### config.mk
export PLATFORM = sky130hd
export DESIGN_NAME = mfp_ahb_lite_param_interconnect
export DESIGN_NICKNAME = d
export VERILOG_FILES = /design/src/rtl/mfp_ahb_lite_pkg.sv /design/src/rtl/mfp_ahb_lite_default_slave.sv /design/src/rtl/mfp_ahb_lite_param_interconnect.sv
export SDC_FILE = /design/constraint.sdc
export NUM_CORES = 1
export LEC_CHECK = 0
export ABC_CLOCK_PERIOD_IN_PS = 2000
export BUFFER_PORTS_ARGS = -buffer_cell sky130_fd_sc_hd__buf_2
export CAP_MARGIN = 20
export CORE_AREA = 8 8 109 111
export CTS_BUF_LIST = sky130_fd_sc_hd__clkbuf_8
export CTS_CLUSTER_DIAMETER = 30
export DETAILED_ROUTE_END_ITERATION = 10
export DIE_AREA = 0 0 117 119
export PLACE_DENSITY_LB_ADDON = 0.1
export SYNTH_ARGS = -nofsm -noshare
export SYNTH_HDL_FRONTEND = slang
export SYNTH_HIERARCHICAL = 1
export SYNTH_SLANG_ARGS = --single-unit
export TNS_END_PERCENT = 1
### constraint.sdc
create_clock -name HCLK -period 2 [get_ports HCLK]
set_input_delay 0.2 -clock HCLK [delete_from_list [all_inputs] [get_ports HCLK]]
set_output_delay 0.2 -clock HCLK [all_outputs]
set_load 0.005 [all_outputs]
### src/rtl/mfp_ahb_lite_pkg.sv
// Shared AHB-Lite encodings for the parametrised interconnect.
// Holds transfer/response codes, address width and default-slave states.
package mfp_ahb_lite_pkg;

    localparam int MFP_AHB_PHYS_ADDR_BITS = 29;

    localparam logic [1:0] HTRANS_IDLE   = 2'b00;
    localparam logic [1:0] HTRANS_BUSY   = 2'b01;
    localparam logic [1:0] HTRANS_NONSEQ = 2'b10;
    localparam logic [1:0] HTRANS_SEQ    = 2'b11;

    localparam logic HRESP_OKAY  = 1'b0;
    localparam logic HRESP_ERROR = 1'b1;

    typedef enum logic [1:0] {
        DS_IDLE = 2'd0,
        DS_ERR1 = 2'd1,
        DS_ERR2 = 2'd2
    } ds_state_t;

endpackage

### src/rtl/mfp_ahb_lite_default_slave.sv
// Default slave: two-cycle ERROR response for unmapped active transfers,
// plus capture of the offending address and a saturating error counter.
module mfp_ahb_lite_default_slave
    import mfp_ahb_lite_pkg::*;
#(
    parameter int ERR_CNT_BITS = 16
) (
    input  logic                    HCLK,
    input  logic                    HRESET,
    input  logic                    HREADY,
    input  logic [31:0]             HADDR,
    input  logic                    HWRITE,
    input  logic                    unmapped,
    input  logic                    active,
    output logic                    ready,
    output logic                    resp,
    output logic [ERR_CNT_BITS-1:0] ERR_COUNT,
    output logic [31:0]             ERR_ADDR,
    output logic                    ERR_WRITE
);

    ds_state_t state, next;
    logic      start;
    logic      capture;

    assign start   = HREADY && unmapped && active;
    assign capture = (next == DS_ERR1) && (state != DS_ERR1);

    always_ff @(posedge HCLK) begin
        if (HRESET) state <= DS_IDLE;
        else        state <= next;
    end

    always_comb begin
        next  = state;
        ready = 1'b1;
        resp  = HRESP_OKAY;
        unique case (state)
            DS_IDLE: begin
                if (start) next = DS_ERR1;
            end
            DS_ERR1: begin
                ready = 1'b0;
                resp  = HRESP_ERROR;
                next  = DS_ERR2;
            end
            DS_ERR2: begin
                resp = HRESP_ERROR;
                next = start ? DS_ERR1 : DS_IDLE;
            end
            default: next = DS_IDLE;
        endcase
    end

    always_ff @(posedge HCLK) begin
        if (HRESET) begin
            ERR_COUNT <= '0;
            ERR_ADDR  <= '0;
            ERR_WRITE <= 1'b0;
        end else if (capture) begin
            ERR_ADDR  <= HADDR;
            ERR_WRITE <= HWRITE;
            if (ERR_COUNT != '1) ERR_COUNT <= ERR_COUNT + 1'b1;
        end
    end

endmodule

### src/rtl/mfp_ahb_lite_param_interconnect.sv
// Single-master AHB-Lite interconnect: base/mask decode, registered
// data-phase select and per-slave response mux with a default slave.
module mfp_ahb_lite_param_interconnect
    import mfp_ahb_lite_pkg::*;
#(
    parameter int N_SLAVES = 5,
    parameter logic [N_SLAVES*MFP_AHB_PHYS_ADDR_BITS-1:0] SLAVE_BASE =
        {N_SLAVES{29'h0}},
    parameter logic [N_SLAVES*MFP_AHB_PHYS_ADDR_BITS-1:0] SLAVE_MASK =
        {N_SLAVES{29'h0}},
    parameter bit GATE_HSEL    = 1'b1,
    parameter int ERR_CNT_BITS = 16
) (
    input  logic                    HCLK,
    input  logic                    HRESET,
    input  logic [31:0]             HADDR,
    input  logic [1:0]              HTRANS,
    input  logic                    HWRITE,
    output logic                    HREADY,
    output logic [31:0]             HRDATA,
    output logic                    HRESP,
    output logic [N_SLAVES-1:0]     HSEL_S,
    input  logic [N_SLAVES*32-1:0]  HRDATA_S,
    input  logic [N_SLAVES-1:0]     HREADYOUT_S,
    input  logic [N_SLAVES-1:0]     HRESP_S,
    output logic [ERR_CNT_BITS-1:0] ERR_COUNT,
    output logic [31:0]             ERR_ADDR,
    output logic                    ERR_WRITE
);

    localparam int AW = MFP_AHB_PHYS_ADDR_BITS;

    logic [AW-1:0]       addr;
    logic [N_SLAVES-1:0] dec;
    logic                dec_def;
    logic [N_SLAVES:0]   sel_r;
    logic                ds_ready;
    logic                ds_resp;
    logic                unused_bits;

    assign addr        = HADDR[AW-1:0];
    assign unused_bits = ^{HADDR[31:AW], HTRANS[0]};

    // First match wins, so overlapping windows resolve to the lowest index.
    always_comb begin
        dec     = '0;
        dec_def = 1'b1;
        for (int i = 0; i < N_SLAVES; i++) begin
            if (dec_def &&
                ((addr & SLAVE_MASK[AW*i +: AW]) ==
                 (SLAVE_BASE[AW*i +: AW] & SLAVE_MASK[AW*i +: AW]))) begin
                dec[i]  = 1'b1;
                dec_def = 1'b0;
            end
        end
    end

    assign HSEL_S = (GATE_HSEL && !HREADY) ? '0 : dec;

    always_ff @(posedge HCLK) begin
        if (HRESET)      sel_r <= '0;
        else if (HREADY) sel_r <= {dec_def, dec};
    end

    always_comb begin
        HREADY = 1'b1;
        HRDATA = '0;
        HRESP  = HRESP_OKAY;
        if (sel_r[N_SLAVES]) begin
            HREADY = ds_ready;
            HRESP  = ds_resp;
        end
        for (int i = 0; i < N_SLAVES; i++) begin
            if (sel_r[i]) begin
                HREADY = HREADYOUT_S[i];
                HRDATA = HRDATA_S[32*i +: 32];
                HRESP  = HRESP_S[i];
            end
        end
    end

    mfp_ahb_lite_default_slave #(
        .ERR_CNT_BITS(ERR_CNT_BITS)
    ) u_default_slave (
        .HCLK      (HCLK),
        .HRESET    (HRESET),
        .HREADY    (HREADY),
        .HADDR     (HADDR),
        .HWRITE    (HWRITE),
        .unmapped  (dec_def),
        .active    (HTRANS[1]),
        .ready     (ds_ready),
        .resp      (ds_resp),
        .ERR_COUNT (ERR_COUNT),
        .ERR_ADDR  (ERR_ADDR),
        .ERR_WRITE (ERR_WRITE)
    );

endmodule

==> metrics.cfg <==
[run_status]
status=finished clean

[clock_tree]
clkSlewWorstSetupHoldPaths_ns=0.11
root_buffer=clkbuf_8
worstSkewPairLatency_ns=0.31
cts_tree=yes
clock_path_buffers=2
post_cts_buffers=0
cts_buffers=5
clock-sinks=52
htree_levels=2

[setup_path]
reg2regPathDepth=7
r2r_slack_ns=0.18
crit_fanout=30
crit_type=register to register
crit_required_ns=2.21
start_kind=register
arrival_ns=2.03
cp-end-kind=register

[sta]
slew_viol_final=0
tns_ns=0
period_needed_ns=1.82
period_share=0.910
setup_viol=0
setup_slack_ns=0.179
finalHoldViolations=0
grt_setup_unrepaired=no
skew_ns=0.0122
whs_ns=0.120
fmax_ghz=0.549

[final_layout]
fin_nets=666
fin_area_sq_mm=0.00357
fill_cells=1131
drive_gt1_frac=0.489
diodes=0
syn_to_final_growth_pct=39.5

[routing]
routed_wl_mm=8.09
viasPerCell=4.36
drtIter0Drc=57
wl_per_cell_microns=13.7
dr.pass1.iters=4
drc_errors=0
vias=2571
ant_nets=0

[floorplanning]
start_util=0.253
fp.coreArea_sq_mm=0.0101
die_w_microns=117
ioPinCount=295
rows=37
die-height_microns=119
die-area_sq_mm=0.0139

[place]
portBuffers=153
gp_routability_congestion=0.733
placed_area_sq_mm=0.00346
pre_cts_ws_ns=0.0969
dp_hpwl_mm=6.19

[global_route]
grt_overflow_total=0
grt_pass1_wl_mm=12.6
antenna_found_initial=0
grt_pass1_vias=2494
grt_max_degree=35
grt_use_total=0.111

[power]
p_leak_nw=1.69
fin_total_pwr_mw=2.19
p_per_area_mw_per_mm2=615
ir_drop_mv=0.383

[job]
maxCapViolations=0

[worst_hold_path]
hold_depth=3
min_path_type=primary input to register

[synth]
yosys_warnings=6
syn_avg_cell_area_sq_um=8.36
syn-cell-area_sq_mm=0.00256
synthCells=306

-- metal layers --
metal  global-route usage  part of all wire  wire length (microns)
met5                    0                 0                      0
met1                0.128              0.40                   3240
met4               0.0264            0.0073                     59
met2                0.174              0.43                   3470
met3               0.0622              0.16                   1320
-- registers in the layout, indices dropped and copies added (netlist names) --
signal                     flops
sel_r                          1
u_default_slave/ERR_WRITE      1
u_default_slave/ERR_COUNT     16
u_default_slave/ERR_ADDR      32
u_default_slave/state          2
-- path summary, 6_finish.rpt --
check | start | to
max | u_default_slave/state[0]$_SDFF_PP0_ | u_default_slave/ERR_COUNT[10]$_SDFFE_PP0P_
min | HADDR[11] | u_default_slave/ERR_ADDR[11]$_SDFFE_PP0P_
max reg2reg | u_default_slave/state[0]$_SDFF_PP0_ | u_default_slave/ERR_COUNT[10]$_SDFFE_PP0P_
min reg2reg | u_default_slave/ERR_ADDR[28]$_SDFFE_PP0P_ | u_default_slave/ERR_ADDR[28]$_SDFFE_PP0P_
-- power by group --
part / internal (mW) / leakage [nW] / total, mW / switching [mW]
clock: 0.284 / 0.0516 / 0.658 / 0.373
sequential: 1.09 / 0.423 / 1.12 / 0.0285
combinational: 0.203 / 1.21 / 0.419 / 0.216
-- through the flow --
stage	cells	util
2_1_floorplan	310	-
3_3_place_gp	582	0.342
3_5_place_dp	582	0.342
4_1_cts	590	0.352
5_1_grt	590	0.353
6_report	590	0.353
-- worst max-delay path, cell delays in order (launching register included) --
cell	delay, ns
dfxtp_1	0.37
inv_1	0.10
ha_1	0.18
a32o_2	0.17
nand3_2	0.09
buf_12	0.17
nor4_2	0.30
mux2_1	0.34
-- timing repair --
action | 4_1_cts | 5_1_grt
resized for setup | 0 | 4
endpoints found under the setup margin | 0 | 7
hold buffers | 0 | 0
-- layout by cell type (no fill, tap or decap), types with 4 or more instances in the layout --
cell type  count
a21oi_1       42
and2_2        33
and4_1         4
buf_2        153
buf_4          8
clkbuf_8       6
conb_1         5
dfxtp_1       51
ha_1           6
inv_1          4
nand2_1       70
nand4_1        6
nor2_1         8
nor2b_1        6
nor4_2         4
o31ai_1        8
or4_1          8
-- area by class of cell --
class,count,area [sq um],share of cell area
clock buffers,6,82.6,0.0231
multi-input cells,227,1380,0.386
flip-flops and latches,52,1040,0.292
inverters,4,15.0,0.00421
clock inverters,2,13.8,0.00386
well taps,136,170,0.0477
repair buffers,163,866,0.243
Power figures use the tool's default switching activity.
